### src/rtl/cond_pkg.sv
// Shared definitions for the condition-input conditioner: debounce FSM
// state encoding and default parameter values.
package cond_pkg;

   typedef enum logic {
      ST_STABLE   = 1'b0,
      ST_COUNTING = 1'b1
   } deb_state_t;

   localparam int N_COND_DEF          = 2;
   localparam int SYNC_STAGES_DEF     = 2;
   localparam int DEBOUNCE_CYCLES_DEF = 4;

endpackage

### src/rtl/cond_debounce_bit.sv
// One condition bit: synchroniser chain, two-state debounce FSM and counter.
// load is high in the cycle whose rising edge commits a new stable value.
module cond_debounce_bit
   import cond_pkg::*;
#(
   parameter int SYNC_STAGES     = SYNC_STAGES_DEF,
   parameter int DEBOUNCE_CYCLES = DEBOUNCE_CYCLES_DEF,
   parameter int CNT_W           = $clog2(DEBOUNCE_CYCLES) + 1
) (
   input  logic clk,
   input  logic rst,
   input  logic raw,
   input  logic enable,
   output logic stable,
   output logic load
);

   logic [SYNC_STAGES-1:0] sync_q;
   logic                   s;
   deb_state_t             state_q, state_d;
   logic [CNT_W-1:0]       cnt_q, cnt_d;

   always_ff @(posedge clk) begin
      if (rst) begin
         sync_q <= '0;
      end else begin
         sync_q <= {sync_q[SYNC_STAGES-2:0], raw};
      end
   end

   assign s = sync_q[SYNC_STAGES-1];

   always_ff @(posedge clk) begin
      if (rst) begin
         state_q <= ST_STABLE;
         cnt_q   <= '0;
         stable  <= 1'b0;
      end else begin
         state_q <= state_d;
         cnt_q   <= cnt_d;
         if (load) begin
            stable <= ~stable;
         end
      end
   end

   // With enable low nothing advances, so the partial count is kept for re-enable.
   always_comb begin
      state_d = state_q;
      cnt_d   = cnt_q;
      load    = 1'b0;
      if (enable) begin
         case (state_q)
            ST_STABLE: begin
               if (s != stable) begin
                  if (DEBOUNCE_CYCLES == 1) begin
                     load = 1'b1;
                  end else begin
                     cnt_d   = CNT_W'(1);
                     state_d = ST_COUNTING;
                  end
               end
            end
            ST_COUNTING: begin
               if (s == stable) begin
                  cnt_d   = '0;
                  state_d = ST_STABLE;
               end else if (cnt_q == CNT_W'(DEBOUNCE_CYCLES - 1)) begin
                  load    = 1'b1;
                  cnt_d   = '0;
                  state_d = ST_STABLE;
               end else begin
                  cnt_d = cnt_q + CNT_W'(1);
               end
            end
            default: begin
               cnt_d   = '0;
               state_d = ST_STABLE;
            end
         endcase
      end
   end

endmodule

### src/rtl/cond_input_conditioner.sv
// Conditions raw FSM condition inputs: per-bit synchronise and debounce,
// then warm-up gating and registered change / edge pulses.
module cond_input_conditioner
   import cond_pkg::*;
#(
   parameter int N_COND          = N_COND_DEF,
   parameter int SYNC_STAGES     = SYNC_STAGES_DEF,
   parameter int DEBOUNCE_CYCLES = DEBOUNCE_CYCLES_DEF,
   parameter int CNT_W           = $clog2(DEBOUNCE_CYCLES) + 1
) (
   input  logic              clk,
   input  logic              rst,
   input  logic [N_COND-1:0] raw_in,
   input  logic              enable,
   output logic [N_COND-1:0] cond_sig,
   output logic              cond_valid,
   output logic              cond_changed,
   output logic [N_COND-1:0] edge_rise,
   output logic [N_COND-1:0] edge_fall
);

   localparam int WARM   = SYNC_STAGES + DEBOUNCE_CYCLES;
   localparam int WARM_W = $clog2(WARM + 1);

   logic [N_COND-1:0] load;
   logic [WARM_W-1:0] warm_cnt;

   for (genvar i = 0; i < N_COND; i++) begin : g_bit
      cond_debounce_bit #(
         .SYNC_STAGES    (SYNC_STAGES),
         .DEBOUNCE_CYCLES(DEBOUNCE_CYCLES),
         .CNT_W          (CNT_W)
      ) u_bit (
         .clk   (clk),
         .rst   (rst),
         .raw   (raw_in[i]),
         .enable(enable),
         .stable(cond_sig[i]),
         .load  (load[i])
      );
   end

   always_ff @(posedge clk) begin
      if (rst) begin
         warm_cnt   <= '0;
         cond_valid <= 1'b0;
      end else if (!cond_valid) begin
         warm_cnt <= warm_cnt + WARM_W'(1);
         if (warm_cnt == WARM_W'(WARM - 1)) begin
            cond_valid <= 1'b1;
         end
      end
   end

   // Pulses are registered on the same edge that commits cond_sig, so they
   // line up with the first cycle the new value is visible.
   always_ff @(posedge clk) begin
      if (rst) begin
         cond_changed <= 1'b0;
         edge_rise    <= '0;
         edge_fall    <= '0;
      end else if (cond_valid) begin
         cond_changed <= |load;
         edge_rise    <= load & ~cond_sig;
         edge_fall    <= load & cond_sig;
      end else begin
         cond_changed <= 1'b0;
         edge_rise    <= '0;
         edge_fall    <= '0;
      end
   end

endmodule

### config.mk
export PLATFORM = sky130hd
export DESIGN_NAME = cond_input_conditioner
export DESIGN_NICKNAME = d
export VERILOG_FILES = /design/src/rtl/cond_pkg.sv /design/src/rtl/cond_debounce_bit.sv /design/src/rtl/cond_input_conditioner.sv
export SDC_FILE = /design/constraint.sdc
export NUM_CORES = 1
export LEC_CHECK = 0
export BUFFER_PORTS_ARGS = -buffer_cell sky130_fd_sc_hd__buf_2
export CAP_MARGIN = 25
export CORE_MARGIN = 1.5
export CORE_UTILIZATION = 45
export DETAILED_ROUTE_END_ITERATION = 10
export PLACE_DENSITY = 0.67
export REMOVE_ABC_BUFFERS = 1
export SLEW_MARGIN = 20
export SYNTH_ARGS = -nofsm -noshare
export SYNTH_HDL_FRONTEND = slang
export SYNTH_SLANG_ARGS = --single-unit
### constraint.sdc
create_clock -name clk -period 1.55 [get_ports clk]
set_input_delay 0.3875 -clock clk [delete_from_list [all_inputs] [get_ports clk]]
set_output_delay 0.3875 -clock clk [all_outputs]
set_load 0.02 [all_outputs]
# ---- Word-level counts from Yosys, hierarchy flattened
# Index checks and enable logic that the tools add are counted.
# Widths: inputs -> output; s select.
dict set report totals {
  output_inout_bits 8
  elab_cells 63
  in_bits 5
  register_bits 23
}
dict set report op_classes {
  n_mux 26
  n_eq_ne 9
  bitwise_logic 8
  n_addsub 3
  n_reduce_logical 4
}
# cell count
set op_table {}
lappend op_table {{$mux 3} 6}
lappend op_table {{$mux 1} 16}
lappend op_table {{$pmux 3 s2} 2}
lappend op_table {{$add 3x1->3 const B} 3}
lappend op_table {{$eq 3x2->1 const B} 2}
lappend op_table {{$not 1->1} 5}
lappend op_table {{$and 2x2->2} 2}
lappend op_table {{$ne 2x1->1 const B} 2}
lappend op_table {{$pmux 1 s2} 2}
lappend op_table {{$reduce_and 2->1} 2}
lappend op_table {{$reduce_or 2->1} 2}
lappend op_table {{$eq 3x3->1 const B} 1}
lappend op_table {{$eq 1x1->1} 2}
lappend op_table {{$ne 1x1->1} 2}
lappend op_table {{$not 2->2} 1}

# ---- Longest topological paths before layout
# Gate-level depths: netlist (run 1).
dict set report logic_depth {
  word_depth 6
  ltp_mapped 5
  ltp_nobuf 5
}

# ---- Hierarchy
# From an unflattened synthesis (run 1), not the netlist that was laid out.
dict set report unflattened {
  cells_unflattened 90
  area_unflattened_um2 952.2
}
# mod seq_area_each_um2 area_each_um2 cells_each instances
set modules_own_cells {}
lappend modules_own_cells {cond_debounce_bit 140.1 312.8 31 2}
lappend modules_own_cells {cond_input_conditioner 180.2 326.6 28 1}

# ---- Worst setup path after synthesis (run 1)
# No wires, ideal clock.
dict set report synth_path {
  path_type {register to register}
  from {reg g_bit[0].u_bit.stable}
  to {reg g_bit[0].u_bit.stable}
  setup_slack_ps 88
  setup_time_ps 121
  stages_incl_launch_ff 4
  required_ps 1429
  arrival_time_ps 1341
  synth_period_minus_slack_ps 1462
  n_path_buf 0
  path_cell_list {dfxtp_1 > xor2_2 > or3b_4 > mux2_4}
}
dict set report synth_between {
  elab_chain_cells 4
  elab_cells_between_ends 5
  cone_classes {eq/ne: 1; mux: 3; bitwise: 1}
}
# element line
set synth_lines {}
lappend synth_lines {{from (decl)} cond_debounce_bit.sv:14} ;# output logic stable,
lappend synth_lines {{from (signal assigned)} cond_debounce_bit.sv:42} ;# stable <= ~stable;
lappend synth_lines {{$eq 1x1->1} cond_debounce_bit.sv:65} ;# if (s == stable) begin
lappend synth_lines {{$mux 1} cond_debounce_bit.sv:65}
lappend synth_lines {{$mux 1} cond_debounce_bit.sv:53} ;# case (state_q)
lappend synth_lines {{$mux 1} cond_debounce_bit.sv:52} ;# if (enable) begin
# Several ways; a longest one is shown, not always the timed one.
# A chain may end at the register's enable or synchronous reset.

# ---- Worst setup path after layout (run 1)
dict set report layout_path {
  from {reg g_bit[0].u_bit.cnt_q[0]}
  to {reg g_bit[0].u_bit.stable}
}
dict set report layout_between {
  elab_chain_cells 5
}
# element line
set layout_lines {}
lappend layout_lines {{from (decl)} cond_debounce_bit.sv:21} ;# logic [CNT_W-1:0] cnt_q, cnt_d;
lappend layout_lines {{from (signal assigned)} cond_debounce_bit.sv:40} ;# cnt_q <= cnt_d;
lappend layout_lines {{$eq 3x2->1} cond_debounce_bit.sv:68} ;# end else if (cnt_q == CNT_W'(DEBOUNCE_CYCLES - 1)) begin
lappend layout_lines {{$mux 1} cond_debounce_bit.sv:68}
lappend layout_lines {{$mux 1} cond_debounce_bit.sv:65}
lappend layout_lines {{$mux 1} cond_debounce_bit.sv:53}
lappend layout_lines {{$mux 1} cond_debounce_bit.sv:52}
# No other way between the ends.

==> metrics.txt, run 1 <==
root buf cell=clkbuf_4; clock-pin slew on the worst setup and hold paths=roughly 120 ps; count of final hold-check violations=0; critical path cell sequence=ha_1, nand2b_2, or3b_4, mux2_4; Nets=122; Mapped Area=~950 um2; Remaining DRCs=0; worst slew pin tran=roughly 370 ps; Die Ht=48.8 um; synth cell count leaders=dfxtp_1 (23), a21oi_1 (10), nor2_1 (9); Startpoint Class=flip-flop; worst hold slack=around 280 ps; sequential-to-total area share from yosys stat=0.487; clk_lat worst skew=just over 300 ps; design area=1060 um2; Fmax achieved=approximately 670 MHz; distinct cell type count after synthesis=28; Clock Path Buffers=2; most numerous cell in the Yosys netlist=dfxtp_1; uppermost layer routed=met4; Ys Warns=0; die width=roughly 49 um; Syn Inst Count=between 90 and 100; TritonCTS clock tree=done; RSZ-0062 raised after global routing=false; Pwr Density=slightly above 900 nW/um2; Final Max Slew Viols=0; met1 wire length=693 um; Die ar.=2390 um2; Area contributors post-synth=dfxtp_1 (49%), a21oi_1 (5.3%), ha_1 (5.3%), nand2b_1 (4.0%), nor2b_1 (4.0%); crit path max fanout=4; met2 wire len=approximately 780 um; ys async rst share=0; area leader, netlist=dfxtp_1; # rows=16; slowest stage cell, crit path=or3b_4; Largest delay share family, worst path=simple AND/OR/NAND/NOR gates; total power=approximately 970 uW; critical path type=reg -> reg; Routed WL=approximately 1500 um; Diodes inserted=0; period utilisation layout=0.962; dpl hpwl=about 1100 um; Crit path required time=roughly 1800 ps; vias=~700; worst path arrival time=between 1500 and 2000 ps; maximum VDD drop=slightly above 0.0006 V; Remaining Overflow, GRT=0; routed wl met3=around 34 um; first-pass GRT wire length=between 2000 and 3000 um; DR vias/cell=around 5; Main synth FF type=dfxtp_1; post-CTS setup-driven buffer insertion count=0; layout cell share with drive strength beyond 1=0.223; max-cap violations=0; CP endpoint kind=flip-flop; # hold bufs at CTS=0; number of flops mapped to enable cells by yosys=0; H-tree lvl count=1; TritonRoute pass-1 iters=4; Post-Route Skew=between 1.5 and 2 ps; Worst Hold Class=in -> reg; Layout Utilization=0.542; Wirelength per Cell=between 10 and 15 um; largest net degree at the start of global routing=23; core area=roughly 2000 um2; I/O pins=13; Layout area overhead=12.4%; worst path bufs/invs=0; P_leak=between 0.4 and 0.5 nW; placed inst area=around 1000 um2; number of DRC markers in iteration 0=10; final worst path period need=~1500 ps; syn avg cell area=9.65 um2; Critical Path Max Stage Delay=between 400 and 500 ps; normalized max-slew margin=0.751; post_cts resized=0; Clock Sinks=23; Initial Utilization=0.482; Post-DRT Antenna Nets=0; number of synthesized register bits=23; PortBufs=12; post-synth top area share=0.487; Num CTS Buffers=3; status=complete, no violations; final setup vio count=0; initial antenna violation count=0; gr usage total=0.140; number of global-route vias before repair=just over 600; Final Wtd Congestion=approximately 0.70
==> power breakdown <==
group | total, mW | internal, mW | switching (mW) | leakage, nW
Clock | 0.271 | 0.0964 | 0.174 | 0.0177
Combinational | 0.0706 | 0.0339 | 0.0367 | 0.248
Sequential | 0.624 | 0.609 | 0.0148 | 0.187
==> registers in the layout, summed over array words and instances (netlist names) <==
name / flops
g_bit.u_bit.stable: 2
g_bit.u_bit.state_q: 2
g_bit.u_bit.cnt_q: 6
g_bit.u_bit.sync_q: 4
edge_rise: 2
cond_valid: 1
edge_fall: 2
warm_cnt: 3
cond_changed: 1
==> cells in the final DEF (no fill, tap or decap) <==
cell type / count
nand2_1: 1
clkinv_2: 1
nand3_1: 1
or3b_4: 1
mux2_4: 1
xor2_2: 1
nor2b_1: 6
a21oi_1: 10
nand4b_1: 1
o21a_1: 2
nand2b_1: 6
o211ai_1: 1
buf_4: 3
o211a_1: 1
inv_1: 6
dfxtp_1: 23
or3b_2: 1
xor2_1: 2
ha_1: 4
a31oi_1: 1
nand3b_1: 3
nor2_1: 9
clkbuf_4: 3
xnor2_1: 1
mux2_2: 1
buf_2: 12
nand2b_2: 1
nor3_1: 6
o32ai_1: 1
nand4_1: 2
==> layout make-up <==
class | count | area (um2)
Fill cell | 195 | 898
Sequential cell | 23 | 460
Multi-Input combinational cell | 64 | 437
Timing Repair Buffer | 15 | 82.6
Tap cell | 27 | 33.8
Clock buffer | 3 | 22.5
Inverter | 6 | 22.5
Clock inverter | 1 | 5.00
==> cells by family (layout without fill, tap and decap cells) <==
logic type               Yosys count  count (layout)  share of synthesized area
AND/OR/NAND/NOR                   38              38                      0.233
flip-flops                        23              23                      0.487
AO/OA/AOI/OAI                     16              16                      0.103
buffers and inverters             11              25                     0.0516
adder cells (fa/ha/maj)            4               4                     0.0529
XOR/XNOR                           4               4                     0.0450
multiplexers                       2               2                     0.0278
==> layer usage <==
metal,vias up,GRT usage
li1,358,-
met1,321,0.152
met3,4,0.0184
met5,-,0
met2,10,0.249
met4,0,0.100
==> stage by stage <==
stage / setup TNS, ps / std cells / worst slack [ps]
after floorplan: -43.7 / 93 / -43.7
after global placement: 0 / 135 / 124
after detailed placement: 0 / 135 / 73.3
after CTS: 0 / 139 / 57.3
after global routing: 0 / 139 / 17.0
final: 0 / 139 / 59.0
==> final timing paths <==
check                                start                        to  slack (ps)  cells after the start
setup / recovery   g_bit[0].u_bit.cnt_q[0]     g_bit[0].u_bit.stable          60                      4
hold / removal                   raw_in[0]  g_bit[0].u_bit.sync_q[0]         280                      2
setup reg to reg   g_bit[0].u_bit.cnt_q[0]     g_bit[0].u_bit.stable          60                      4
hold reg to reg   g_bit[0].u_bit.sync_q[0]  g_bit[0].u_bit.sync_q[1]         450                      1
Power figures use the tool's default switching activity.
==> run 2, diff against run 1 <==
--- a/config.mk
+++ b/config.mk
@@ -5,6 +5,7 @@
 export SDC_FILE = /design/constraint.sdc
 export NUM_CORES = 1
 export LEC_CHECK = 0
+export ABC_AREA = 1
 export BUFFER_PORTS_ARGS = -buffer_cell sky130_fd_sc_hd__buf_2
 export CAP_MARGIN = 25
 export CORE_MARGIN = 1.5
==> run 2 against run 1 <==
Core utilization decreased by 2.6 points. Synthesized area up 8.3%. Non-clock buffer count decreased by 3. Count of clock-buffer cells in the layout is the same. First-iteration DRC count is 40% lower. Via count grew 17%. Cell area is 6.4% higher. Clock skew is 1.7 ps higher. Sequential power about the same. Critical path type is now reg -> out. Critical endpoint is now cond_sig[1].
==> metrics.txt, run 2 <==
I/O pins=13; Nets=around 150; TritonRoute pass-1 iters=4; distinct cell type count after synthesis=23; clock-pin slew on the worst setup and hold paths=around 130 ps; post-synth top area share=0.449; synth cell count leaders=nand2_1 (26), dfxtp_1 (23), inv_1 (17), nor2_1 (13), nand3_1 (9); # rows=17; slowest stage cell, crit path=dfxtp_1; Main synth FF type=dfxtp_1; area leader, netlist=dfxtp_1; P_leak=0.523 nW; dpl hpwl=roughly 1200 um; Final Wtd Congestion=around 0.83; clk_lat worst skew=310 ps; Layout Utilization=0.516; Startpoint Class=flip-flop; Remaining DRCs=0; Worst Hold Class=in -> reg; Critical Path Max Stage Delay=roughly 490 ps; root buf cell=clkbuf_4; Die Ht=slightly above 50 um; Area contributors post-synth=dfxtp_1 (45%), nand2_1 (9.5%), inv_1 (6.2%), ha_1 (4.9%), nor2_1 (4.8%); initial antenna violation count=0; DR vias/cell=~4.8; Die ar.=between 2000 and 3000 um2; sequential-to-total area share from yosys stat=0.449; design area=1130 um2; Fillers=between 200 and 250; worst hold slack=259 ps; Remaining Overflow, GRT=0; Multi-input gate area=469 um2; Routed WL=approximately 1600 um; final worst path period need=roughly 1400 ps; normalized max-slew margin=0.768; placed inst area=between 1000 and 1500 um2; CP endpoint kind=output pin; Fmax achieved=709 MHz; number of global-route vias before repair=740; critical path cell sequence=buf_2; Mapped Area=between 1000 and 1500 um2; most numerous cell in the Yosys netlist=nand2_1; Clock Sinks=23; worst slew pin tran=~350 ps; final setup vio count=0; Ys Warns=0; Syn Inst Count=about 130; RSZ-0062 raised after global routing=false; status=complete, no violations; number of flip-flops in the largest register=6; worst path bufs/invs=1; PortBufs=12; Initial Utilization=0.468; ys async rst share=0; most frequent cells in the layout=nand2_1 (26), dfxtp_1 (23), inv_1 (17), nor2_1 (13), buf_2 (12); gr usage total=0.154; most flop-heavy register=g_bit.u_bit.cnt_q; most common cell after layout, fill and taps aside=nand2_1; number of DRC markers in iteration 0=6; Sequential Area=between 400 and 500 um2; number of flops mapped to enable cells by yosys=0; maximum VDD drop=between 0.0006 and 0.0007 V; Final Max Slew Viols=0; largest net degree at the start of global routing=15; non-filler cells, final=roughly 170; post-CTS setup-driven buffer insertion count=0; Pwr Density=861 nW/um2; layout cell share with drive strength beyond 1=0.241; syn avg cell area=between 8 and 9 um2; vias=~810; top flop regs=g_bit.u_bit.cnt_q x6, g_bit.u_bit.sync_q x4, warm_cnt x3; Largest delay share family, worst path=flip-flops; crit path max fanout=7; Clock Path Buffers=2; Post-Route Skew=3.58 ps; Layout area overhead=10.4%; worst path arrival time=~1000 ps; placed cells=roughly 170; period utilisation layout=0.910; die width=between 50 and 60 um; H-tree lvl count=1; Crit path required time=roughly 1200 ps; Wirelength per Cell=9.59 um; post_cts resized=0; TritonCTS clock tree=done; Num CTS Buffers=3; core area=around 2200 um2; number of synthesized register bits=23; count of final hold-check violations=0; Setup TNS Final=0 ps; critical path type=reg -> out; first-pass GRT wire length=just under 3000 um; max-cap violations=0; Post-DRT Antenna Nets=0; Diodes inserted=0; # hold bufs at CTS=0
==> run 2: cell type report <==
type                            instances  area share
Clock buffer                            3      0.0199
Clock inverter                          1     0.00664
Inverter                               20      0.0675
Multi-Input combinational cell         82       0.415
Sequential cell                        23       0.407
Tap cell                               28      0.0310
Timing Repair Buffer                   12      0.0531
==> run 2: kinds of logic (layout without fill, tap and decap cells) <==
kind of cell,count (synthesis),after routing,share of synthesized area
adders and majority gates,4,4,0.0488
xor gates and xnor gates,1,1,0.00855
DFF,23,23,0.449
buffers and inverters,23,36,0.0928
AOI/OAI and AO/OA,14,14,0.0830
and+or+nand+nor,63,63,0.317
==> run 2: per-stage QoR <==
step	setup WS (ps)	total power, mW
detailed placement	218	0.706
global route	79.2	1.03
floorplan	442	0.680
finish	139	0.974
global placement	250	0.702
CTS	129	0.988
==> run 2: metal layers <==
layer / up-vias / GRT usage / part of all wire
li1: 432 / - / -
met1: 361 / 0.179 / 0.47
met2: 16 / 0.257 / 0.48
met3: 2 / 0.0625 / 0.042
met4: 0 / 0.0495 / 0.0080
met5: - / 0 / 0
==> run 2: final timing paths <==
| path | start | to | slack, ps | cells past startpoint |
|---|---|---|---|---|
| worst max-delay path | g_bit[1].u_bit.stable | cond_sig[1] | 140 | 1 |
| worst min-delay path | raw_in[1] | g_bit[1].u_bit.sync_q[0] | 260 | 3 |
| worst max register to register | g_bit[0].u_bit.cnt_q[0] | g_bit[0].u_bit.stable | 340 | 6 |
| worst min register to register | g_bit[0].u_bit.sync_q[0] | g_bit[0].u_bit.sync_q[1] | 410 | 2 |
==> run 2: where the power goes <==
part           switching (mW)  internal [mW]  total (mW)
registers              0.0125          0.609       0.621
clock network           0.183         0.0986       0.282
logic                  0.0442         0.0260      0.0702
total                   0.240          0.734       0.974
==> run 3, diff against run 2 <==
--- a/config.mk
+++ b/config.mk
@@ -8,6 +8,7 @@
 export ABC_AREA = 1
 export BUFFER_PORTS_ARGS = -buffer_cell sky130_fd_sc_hd__buf_2
 export CAP_MARGIN = 25
+export CORE_ASPECT_RATIO = 0.7
 export CORE_MARGIN = 1.5
 export CORE_UTILIZATION = 45
 export DETAILED_ROUTE_END_ITERATION = 10
==> run 3 against run 2 <==
Count of clock-buffer cells in the layout did not move. Combinational power fell by 3%. Clock skew rose by 4.9 ps. Register-to-register slack got worse by 30 ps. First-iteration DRC count rose by 120%. Flip-flop and latch count did not move. Cell count rose by 2.4%. Sequential power barely moved. Power fell by 0.51%. Critical path depth did not move. Global-route usage rose by 0.69 points. Largest power group unchanged. Highest routed layer unchanged.
==> metrics.txt, run 3 (same netlist as run 2, synthesis figures left out) <==
status=complete, no violations; largest net degree at the start of global routing=15; Final Max Slew Viols=0; Critical Path Max Stage Delay=between 400 and 500 ps; Setup TNS Final=0 ps; PortBufs=12; post-CTS setup-driven buffer insertion count=0; worst hold slack=about 250 ps; crit path max fanout=7; period utilisation layout=0.904; Clk pwr share=0.287; clk_lat worst skew=between 300 and 400 ps; H-tree lvl count=1; Remaining Overflow, GRT=0; switching pwr=between 200 and 250 uW; post_cts resized=0; number of global-route vias before repair=approximately 700; GR Layer Usage met2=0.237; worst path arrival time=about 1000 ps; first-pass GRT wire length=approximately 3000 um; DR vias/cell=around 4.8; RR Startpoint=g_bit[0].u_bit.cnt_q[0]; final critical-path setup slack=roughly 150 ps; final setup vio count=0; Hold Path Cell Cnt=3; initial antenna violation count=0; met1 Use GR=0.208; Die Ht=approximately 43 um; # rows=14; Post-Route Skew=around 8.5 ps; Post-DRT Antenna Nets=0; gr usage total=0.161; CP endpoint kind=output pin; Crit path required time=~1200 ps; top flop regs=g_bit.u_bit.cnt_q x6, g_bit.u_bit.sync_q x4, warm_cnt x3; count of final hold-check violations=0; combinational power share=0.071; TritonRoute pass-1 iters=4; dpl hpwl=about 1300 um; Routed WL=around 1700 um; vias=825; Clock Path Buffers=2; Nets=~150; Die ar.=roughly 2600 um2; slowest stage cell, crit path=dfxtp_1; clock-pin slew on the worst setup and hold paths=around 130 ps; root buf cell=clkbuf_4; R2R setup slack=between 300 and 400 ps; Clock Sinks=23; Diodes inserted=0; Layout Utilization=0.527; Layout area overhead=10.9%; sequential power share=0.642; Largest delay share family, worst path=flip-flops; number of DRC markers in iteration 0=13; TritonCTS clock tree=done; Hold Path Origin=raw_in[1]; Hold Path Sink=g_bit[1].u_bit.sync_q[0]; critical path cell sequence=buf_2; reg2reg end=g_bit[0].u_bit.stable; most frequent cells in the layout=nand2_1 (26), dfxtp_1 (23), inv_1 (17), nor2_1 (13), buf_2 (12); I/O pins=13; Fmax achieved=~700 MHz; number of flip-flops in the largest register=6; most flop-heavy register=g_bit.u_bit.cnt_q; # hold bufs at CTS=0; Remaining DRCs=0; maximum VDD drop=between 0.0006 and 0.0007 V; gr busiest metal=met2; Wirelength per Cell=approximately 9.9 um; worst slew pin tran=between 300 and 400 ps; Pwr Density=~850 nW/um2; Sw Ratio=0.244; P_leak=0.523 nW; most common cell after layout, fill and taps aside=nand2_1; met3 GRT Util=0.0732; die width=60.0 um; final worst path period need=between 1000 and 1500 ps; Startpoint Class=flip-flop; RSZ-0062 raised after global routing=false; Initial Utilization=0.476; worst slack at placement=approximately 270 ps; worst r2r path cells=6; P_int=~730 uW; worst path bufs/invs=1; Num CTS Buffers=3; max-cap violations=0; layout cell share with drive strength beyond 1=0.241; Final Wtd Congestion=approximately 0.84; core area=2150 um2; Worst Hold Class=in -> reg; critical path type=reg -> out; normalized max-slew margin=0.770
==> run 3: cell counts in the layout (fill, tap and decap cells not counted) <==
No cell type changed its count.
==> run 3: area by class of cell <==
cell class / count / area (um2)
fillers: 209 / 1020
multi-input cells: 82 / 469
flip-flops and latches: 23 / 460
inverters: 20 / 76.3
repair buffers: 12 / 60.1
well taps: 32 / 40.0
clock buffers: 3 / 22.5
clock inverters: 1 / 7.51
==> run 3: worst max path at each step <==
stage,start,to,cells past startpoint
floorplan,g_bit[0].u_bit.cnt_q[0],g_bit[0].u_bit.stable,6
global placement,rst,edge_fall[0],4
detailed placement,rst,edge_rise[0],4
CTS,g_bit[1].u_bit.stable,cond_sig[1],1
global route,g_bit[1].u_bit.stable,cond_sig[1],1
finish,g_bit[1].u_bit.stable,cond_sig[1],1
==> run 3: worst reg2reg max path: cells and delay by family (launching register included) <==
kind / cells / cell delay (ps)
flip-flops: 1 / 360
AND/OR/NAND/NOR: 3 / 560
adder cells (fa/ha/maj): 1 / 150
buffers and inverters: 1 / 50
AO/OA/AOI/OAI: 1 / 30
==> run 3: through the flow <==
stage	cells	total power [mW]	area [um2]
final	173	0.969	1140
after global placement	169	0.701	1110
after floorplan	125	0.680	1010
after global routing	173	1.02	1140
after detailed placement	169	0.705	1110
after CTS	173	0.980	1140
==> run 3: per-layer routing <==
metal  vias up  part of all wire
met3         2             0.058
met5         -                 0
met1       373              0.50
met4         0             0.012
met2        19              0.42
li1        431                 -
==> run 3: power groups by stage <==
stage	Combinational, mW	Sequential [mW]	Clock, mW
after floorplan	0.0465	0.633	0
after global placement	0.0666	0.635	0
after detailed placement	0.0695	0.636	0
after CTS	0.0701	0.623	0.287
after global routing	0.0807	0.626	0.309
final	0.0684	0.622	0.278
